## config.mk

```make
export PLATFORM = sky130hd
export DESIGN_NAME = obuf_rd_arbiter
export DESIGN_NICKNAME = d
export VERILOG_FILES = /design/src/rtl/obuf_rd_arbiter_pkg.sv /design/src/rtl/obuf_rd_id_fifo.sv /design/src/rtl/obuf_rd_arbiter.sv
export SDC_FILE = /design/constraint.sdc
export NUM_CORES = 1
export LEC_CHECK = 0
export BUFFER_PORTS_ARGS = -buffer_cell sky130_fd_sc_hd__buf_2
export CORE_MARGIN = 5
export CORE_UTILIZATION = 51
export CTS_CLUSTER_DIAMETER = 40
export DETAILED_ROUTE_END_ITERATION = 16
export PLACE_DENSITY = 0.83
export SLEW_MARGIN = 20
export SYNTH_ARGS = -nofsm -noshare
export SYNTH_HDL_FRONTEND = slang
export SYNTH_HIERARCHICAL = 1
export SYNTH_SLANG_ARGS = --single-unit
```

## constraint.sdc

```tcl
create_clock -name clk -period 4.3 [get_ports clk]
set_clock_uncertainty 0.05 [all_clocks]
set_input_delay 0.215 -clock clk [delete_from_list [all_inputs] [get_ports clk]]
set_output_delay 0.215 -clock clk [all_outputs]
set_load 0.01 [all_outputs]
```

## src/rtl/obuf_rd_arbiter_pkg.sv

```systemverilog
// Shared types and constants for the OBUF read-port arbiter.
package obuf_rd_arbiter_pkg;

  typedef enum logic {
    ST_IDLE   = 1'b0,
    ST_LOCKED = 1'b1
  } arb_state_e;

  localparam int unsigned REQ_PU_LD = 0;
  localparam int unsigned REQ_ST    = 1;

endpackage

```

## src/rtl/obuf_rd_id_fifo.sv

```systemverilog
// Small synchronous FIFO that remembers the owning requester of each
// accepted-but-unreturned OBUF read beat.
module obuf_rd_id_fifo #(
  parameter int unsigned W     = 1,
  parameter int unsigned DEPTH = 4,
  parameter int unsigned CNT_W = $clog2(DEPTH) + 1
) (
  input  logic             clk,
  input  logic             reset,
  input  logic             push,
  input  logic [W-1:0]     push_data,
  input  logic             pop,
  output logic [W-1:0]     pop_data,
  output logic             full,
  output logic             empty,
  output logic [CNT_W-1:0] count
);

  localparam int unsigned AW = $clog2(DEPTH);

  logic [W-1:0]     mem_q [DEPTH];
  logic [AW-1:0]    wr_ptr_q;
  logic [AW-1:0]    rd_ptr_q;
  logic [CNT_W-1:0] cnt_q;
  logic             do_push;
  logic             do_pop;

  assign full     = (cnt_q == CNT_W'(DEPTH));
  assign empty    = (cnt_q == '0);
  assign do_push  = push && !full;
  assign do_pop   = pop && !empty;
  assign pop_data = mem_q[rd_ptr_q];
  assign count    = cnt_q;

  always_ff @(posedge clk) begin
    if (do_push) mem_q[wr_ptr_q] <= push_data;
  end

  // Pointers wrap naturally because DEPTH is a power of two.
  always_ff @(posedge clk or negedge reset) begin
    if (!reset) begin
      wr_ptr_q <= '0;
      rd_ptr_q <= '0;
      cnt_q    <= '0;
    end else begin
      if (do_push) wr_ptr_q <= wr_ptr_q + 1'b1;
      if (do_pop)  rd_ptr_q <= rd_ptr_q + 1'b1;
      cnt_q <= cnt_q + CNT_W'(do_push) - CNT_W'(do_pop);
    end
  end

endmodule

```

## src/rtl/obuf_rd_arbiter.sv

```systemverilog
// Round-robin arbiter sharing the OBUF read port between multi-beat
// requesters; steers returning read-valid strobes back to the beat owner.
module obuf_rd_arbiter
  import obuf_rd_arbiter_pkg::*;
#(
  parameter int unsigned ADDR_WIDTH    = 8,
  parameter int unsigned NUM_REQ       = 2,
  parameter int unsigned ID_W          = $clog2(NUM_REQ),
  parameter int unsigned RD_FIFO_DEPTH = 4
) (
  input  logic                          clk,
  input  logic                          reset,
  input  logic [NUM_REQ-1:0]            req_v,
  input  logic [NUM_REQ*ADDR_WIDTH-1:0] req_addr,
  input  logic [NUM_REQ-1:0]            req_last,
  output logic [NUM_REQ-1:0]            req_ready,
  output logic                          mem_req,
  output logic [ADDR_WIDTH-1:0]         mem_addr,
  input  logic                          mem_ready,
  input  logic                          mem_rd_v,
  output logic [NUM_REQ-1:0]            rd_v,
  output logic                          busy,
  output logic                          err
);

  localparam int unsigned CNT_W = $clog2(RD_FIFO_DEPTH) + 1;

  if (NUM_REQ < 2 || NUM_REQ > 4 || REQ_ST >= NUM_REQ) begin : g_bad_cfg
    $error("obuf_rd_arbiter: NUM_REQ must be 2..4");
  end

  arb_state_e       state_q, state_d;
  logic [ID_W-1:0]  owner_q, owner_d;
  logic [ID_W-1:0]  rr_ptr_q, rr_ptr_d;
  logic [ID_W-1:0]  winner;
  logic [ID_W-1:0]  head_id;
  logic             fifo_full, fifo_empty, fifo_pop;
  logic [CNT_W-1:0] fifo_cnt, fifo_cnt_d;
  logic             busy_q, err_q;

  // First valid requester at or after ptr, searching circularly.
  function automatic logic [ID_W-1:0] rr_pick(input logic [NUM_REQ-1:0] v,
                                              input logic [ID_W-1:0]    ptr);
    logic            found;
    logic [ID_W-1:0] cand;
    rr_pick = ptr;
    found   = 1'b0;
    for (int unsigned k = 0; k < NUM_REQ; k++) begin
      cand = ID_W'((32'(ptr) + k) % NUM_REQ);
      if (!found && v[cand]) begin
        rr_pick = cand;
        found   = 1'b1;
      end
    end
  endfunction

  always_comb begin
    state_d   = state_q;
    owner_d   = owner_q;
    rr_ptr_d  = rr_ptr_q;
    mem_req   = 1'b0;
    req_ready = '0;
    mem_addr  = '0;
    winner    = rr_pick(req_v, rr_ptr_q);
    unique case (state_q)
      ST_IDLE: begin
        if (|req_v) begin
          state_d = ST_LOCKED;
          owner_d = winner;
        end
      end
      ST_LOCKED: begin
        mem_req = req_v[owner_q] && mem_ready && !fifo_full;
        if (mem_req) begin
          req_ready[owner_q] = 1'b1;
          mem_addr = req_addr[32'(owner_q) * ADDR_WIDTH +: ADDR_WIDTH];
          if (req_last[owner_q]) begin
            state_d  = ST_IDLE;
            rr_ptr_d = (32'(owner_q) + 1 == NUM_REQ) ? '0 : owner_q + 1'b1;
          end
        end
      end
      default: state_d = ST_IDLE;
    endcase
  end

  always_comb begin
    rd_v     = '0;
    fifo_pop = mem_rd_v && !fifo_empty;
    if (fifo_pop) rd_v[head_id] = 1'b1;
  end

  // busy is registered, so it is derived from next-cycle state and occupancy.
  assign fifo_cnt_d = fifo_cnt + CNT_W'(mem_req) - CNT_W'(fifo_pop);

  always_ff @(posedge clk or negedge reset) begin
    if (!reset) begin
      state_q  <= ST_IDLE;
      owner_q  <= ID_W'(REQ_PU_LD);
      rr_ptr_q <= '0;
      busy_q   <= 1'b0;
      err_q    <= 1'b0;
    end else begin
      state_q  <= state_d;
      owner_q  <= owner_d;
      rr_ptr_q <= rr_ptr_d;
      busy_q   <= (state_d == ST_LOCKED) || (fifo_cnt_d != '0);
      err_q    <= err_q | (mem_rd_v & fifo_empty);
    end
  end

  assign busy = busy_q;
  assign err  = err_q;

  obuf_rd_id_fifo #(
    .W     (ID_W),
    .DEPTH (RD_FIFO_DEPTH),
    .CNT_W (CNT_W)
  ) u_id_fifo (
    .clk       (clk),
    .reset     (reset),
    .push      (mem_req),
    .push_data (owner_q),
    .pop       (fifo_pop),
    .pop_data  (head_id),
    .full      (fifo_full),
    .empty     (fifo_empty),
    .count     (fifo_cnt)
  );

endmodule

```

==> metrics <==
result of the run completed; DR WL/cell 13.4 um; minimum clock period after layout 3.09 ns; Cell Area, Synth 1030 um^2; maximum net fanout on the critical path 12; number of vias per cell after detailed routing 5.24; Initial DRC Count 15; final number of setup-violating endpoints 0; Core ar. 1940 um^2; final period utilization 0.718; Post-Synthesis Cells 91; leading cell types by count after synthesis 12 x dfrtp_1, 11 x inv_1, 8 x a22o_1, 8 x ha_1, 6 x xnor2_1; Total Negative Setup Slacks 0 ns; Fill cells 156; cts bufs inserted 3; full die area 3020 um^2; Lkg Pwr 0.645 nW; most repeated cell in the gate-level netlist after synthesis dfrtp_1; HPWL after detailed placement 1810 um; Non-Filler Instances 161; number of diodes 0; cell type with the largest total area after synthesis dfrtp_1; total wire length 2170 um; cell types with the largest area share after synthesis dfrtp_1 29%, edfxtp_1 12%, ha_1 9.7%, a22o_1 6.8%, xnor2_1 5.1%; buffer depth of the longest clock path 2; total of max-cap violations 0; post_cts resized 0; antenna violation net count after detailed routing 0; Synth Warn # 6; startpoint of the lowest-slack register-to-register path u_id_fifo/count[2]$_DFF_PN0_; fraction of layout cells with a size suffix above 1 0.366; power density over the cells 617 nW/um^2; Post-Place Worst Slack 1.25 ns; global route overflow 0; class of the tightest hold or removal check input port to flop; clock insertion delay at the later pin of the skew report 0.29 ns; proportion of synthesized chip area in sequential cells 0.408; internal reg-to-reg setup slack 1.21 ns; data required time at the worst endpoint 4.42 ns; RR Endpoint u_id_fifo/count[2]$_DFF_PN0_; weighted congestion at the end of routability-driven global placement 0.731; critical path start-end classification flop to flop; first-pass GRT wire length 3420 um; worst ir drop on vdd 0.000439 V; Worst setup EP type flop; Std-Cell Rows 16; Starting Density 0.530; R2R cell count 11; Clk Tree Root Cell clkbuf_4; cell depth of the worst hold path 2; die extent in y 54.9 um; Final Util 0.664; Most used DFF post-synth dfrtp_1; Post-CTS Setup Inserts 0; Synth-to-Final Area Change 25.3%; library cells used by synthesis 30; Initial DRT Pass Iterations 4; Max Fclk 324 MHz; number of synthesized flops with an enable pin 4; width of the die 54.9 um; launch instance of the worst min-delay path req_v[0]; placed insts 156; CTS Hold Bufs 1; Worst Tran Pin Value 0.725 ns; flip-flop and latch count after synthesis 16; final slew viol count 0; smallest setup slack after layout 1.21 ns; GRT Overall Usage 0.161; nets 169; I/O Pins 39; register clock-pin slew on the reported worst setup and hold paths 0.10 ns; number of nets in the synthesized netlist 125; CTS H-tree lvls 1; Max transition margin 0.517; vias in the first global route 856; clock tree from TritonCTS built; hold violation count in the final report 0; pin count of the biggest net entering global routing 13; number of vias in the routed layout 844; asr flop ratio synth 0.750; Hold EP owner_q$_DFFE_PN0P_; arrival time worst endpoint 3.21 ns; post-detailed-route DRC marker count 0; startpoint class of the critical path flop; post-synth top area share 0.292; mean post-synth cell area 11.3 um^2; number of I/O port buffers 38; Clock Sink Count 16; initial antenna violation count 0; RSZ-0062 raised after global routing no
## how the worst max path moves through the flow
stage / depth (start not counted) / end / start
floorplan: 11 / u_id_fifo/count[2]$_DFF_PN0_ / u_id_fifo/count[2]$_DFF_PN0_
global placement: 11 / u_id_fifo/count[2]$_DFF_PN0_ / u_id_fifo/count[2]$_DFF_PN0_
detailed placement: 11 / u_id_fifo/count[2]$_DFF_PN0_ / u_id_fifo/count[2]$_DFF_PN0_
CTS: 11 / u_id_fifo/count[2]$_DFF_PN0_ / u_id_fifo/count[2]$_DFF_PN0_
global route: 11 / u_id_fifo/count[2]$_DFF_PN0_ / u_id_fifo/count[2]$_DFF_PN0_
finish: 11 / u_id_fifo/count[2]$_DFF_PN0_ / u_id_fifo/count[2]$_DFF_PN0_
## routing by layer
metal | share of wire | up-vias | global-route usage | wire length, um
li1 | - | 408 | - | -
met3 | 0.073 | 4 | 0.0456 | 158
met4 | 0.018 | 0 | 0.0648 | 38
met1 | 0.43 | 393 | 0.184 | 929
met5 | 0 | - | 0 | 0
met2 | 0.48 | 39 | 0.280 | 1040
## report_power, final
part | leakage, nW | switching (W) | internal [W]
logic | 0.461 | 0.000203 | 0.000209
registers | 0.168 | 0.0000800 | 0.000222
clock network | 0.0154 | 0.0000474 | 0.0000337
total | 0.645 | 0.000331 | 0.000465
## state kept, by name, indices dropped and copies added, names as in the netlist
name,flops
u_id_fifo/wr_ptr_q,2
u_id_fifo/count,3
rr_ptr_q,1
owner_q,1
state_q,1
u_id_fifo/rd_ptr_q,2
err,1
busy,1
u_id_fifo/mem_q,4
## stage by stage
step / hold WS (ns) / cell area, um^2 / total power (W)
2_1_floorplan: -0.131 / 1030 / 0.000595
3_3_place_gp: 0.0524 / 1250 / 0.000693
3_5_place_dp: 0.0607 / 1250 / 0.000722
4_1_cts: 0.0899 / 1290 / 0.000802
5_1_grt: 0.0861 / 1290 / 0.000866
6_report: 0.0853 / 1290 / 0.000796
## worst max-delay path, cell delays in order (launching register included)
cell,delay [ns]
dfrtp_1,0.48
or3b_4,0.31
inv_2,0.05
nand3b_4,0.18
a21oi_1,0.59
nand2_1,0.12
ha_1,0.31
inv_1,0.04
ha_1,0.19
fa_1,0.38
xnor2_1,0.14
xnor2_1,0.13
## logic make-up (layout without fill, tap and decap cells)
| logic type | count (synthesis) | in the layout | synth area share |
|---|---|---|---|
| muxes | 2 | 2 | 0.0316 |
| buffers and inverters | 12 | 55 | 0.0437 |
| AOI/OAI and AO/OA | 19 | 19 | 0.156 |
| and+or+nand+nor | 26 | 26 | 0.174 |
| DFF | 16 | 16 | 0.408 |
| xor gates and xnor gates | 6 | 6 | 0.0510 |
| adders and majority gates | 10 | 10 | 0.136 |
## area by class of cell
cell class	count	area, um^2	share of cell area
clock buffers	3	22.5	0.0175
clock inverters	1	3.75	0.00291
inverters	12	45.0	0.0349
multi-input cells	63	564	0.437
flip-flops and latches	16	420	0.326
well taps	27	33.8	0.0262
repair buffers	39	200	0.155
## layout by cell type (no fill, tap or decap), drive strengths merged, types with 3 or more instances in the layout
master and instances:
o211ai 3, dfrtp 12, clkbuf 3, nor2 4, a22o 8, edfxtp 4, ha 8, buf 38
nand2b 4, xnor2 6, and3 4, nand2 4, inv 12
Note: power is estimated with default switching activity, not from simulation.
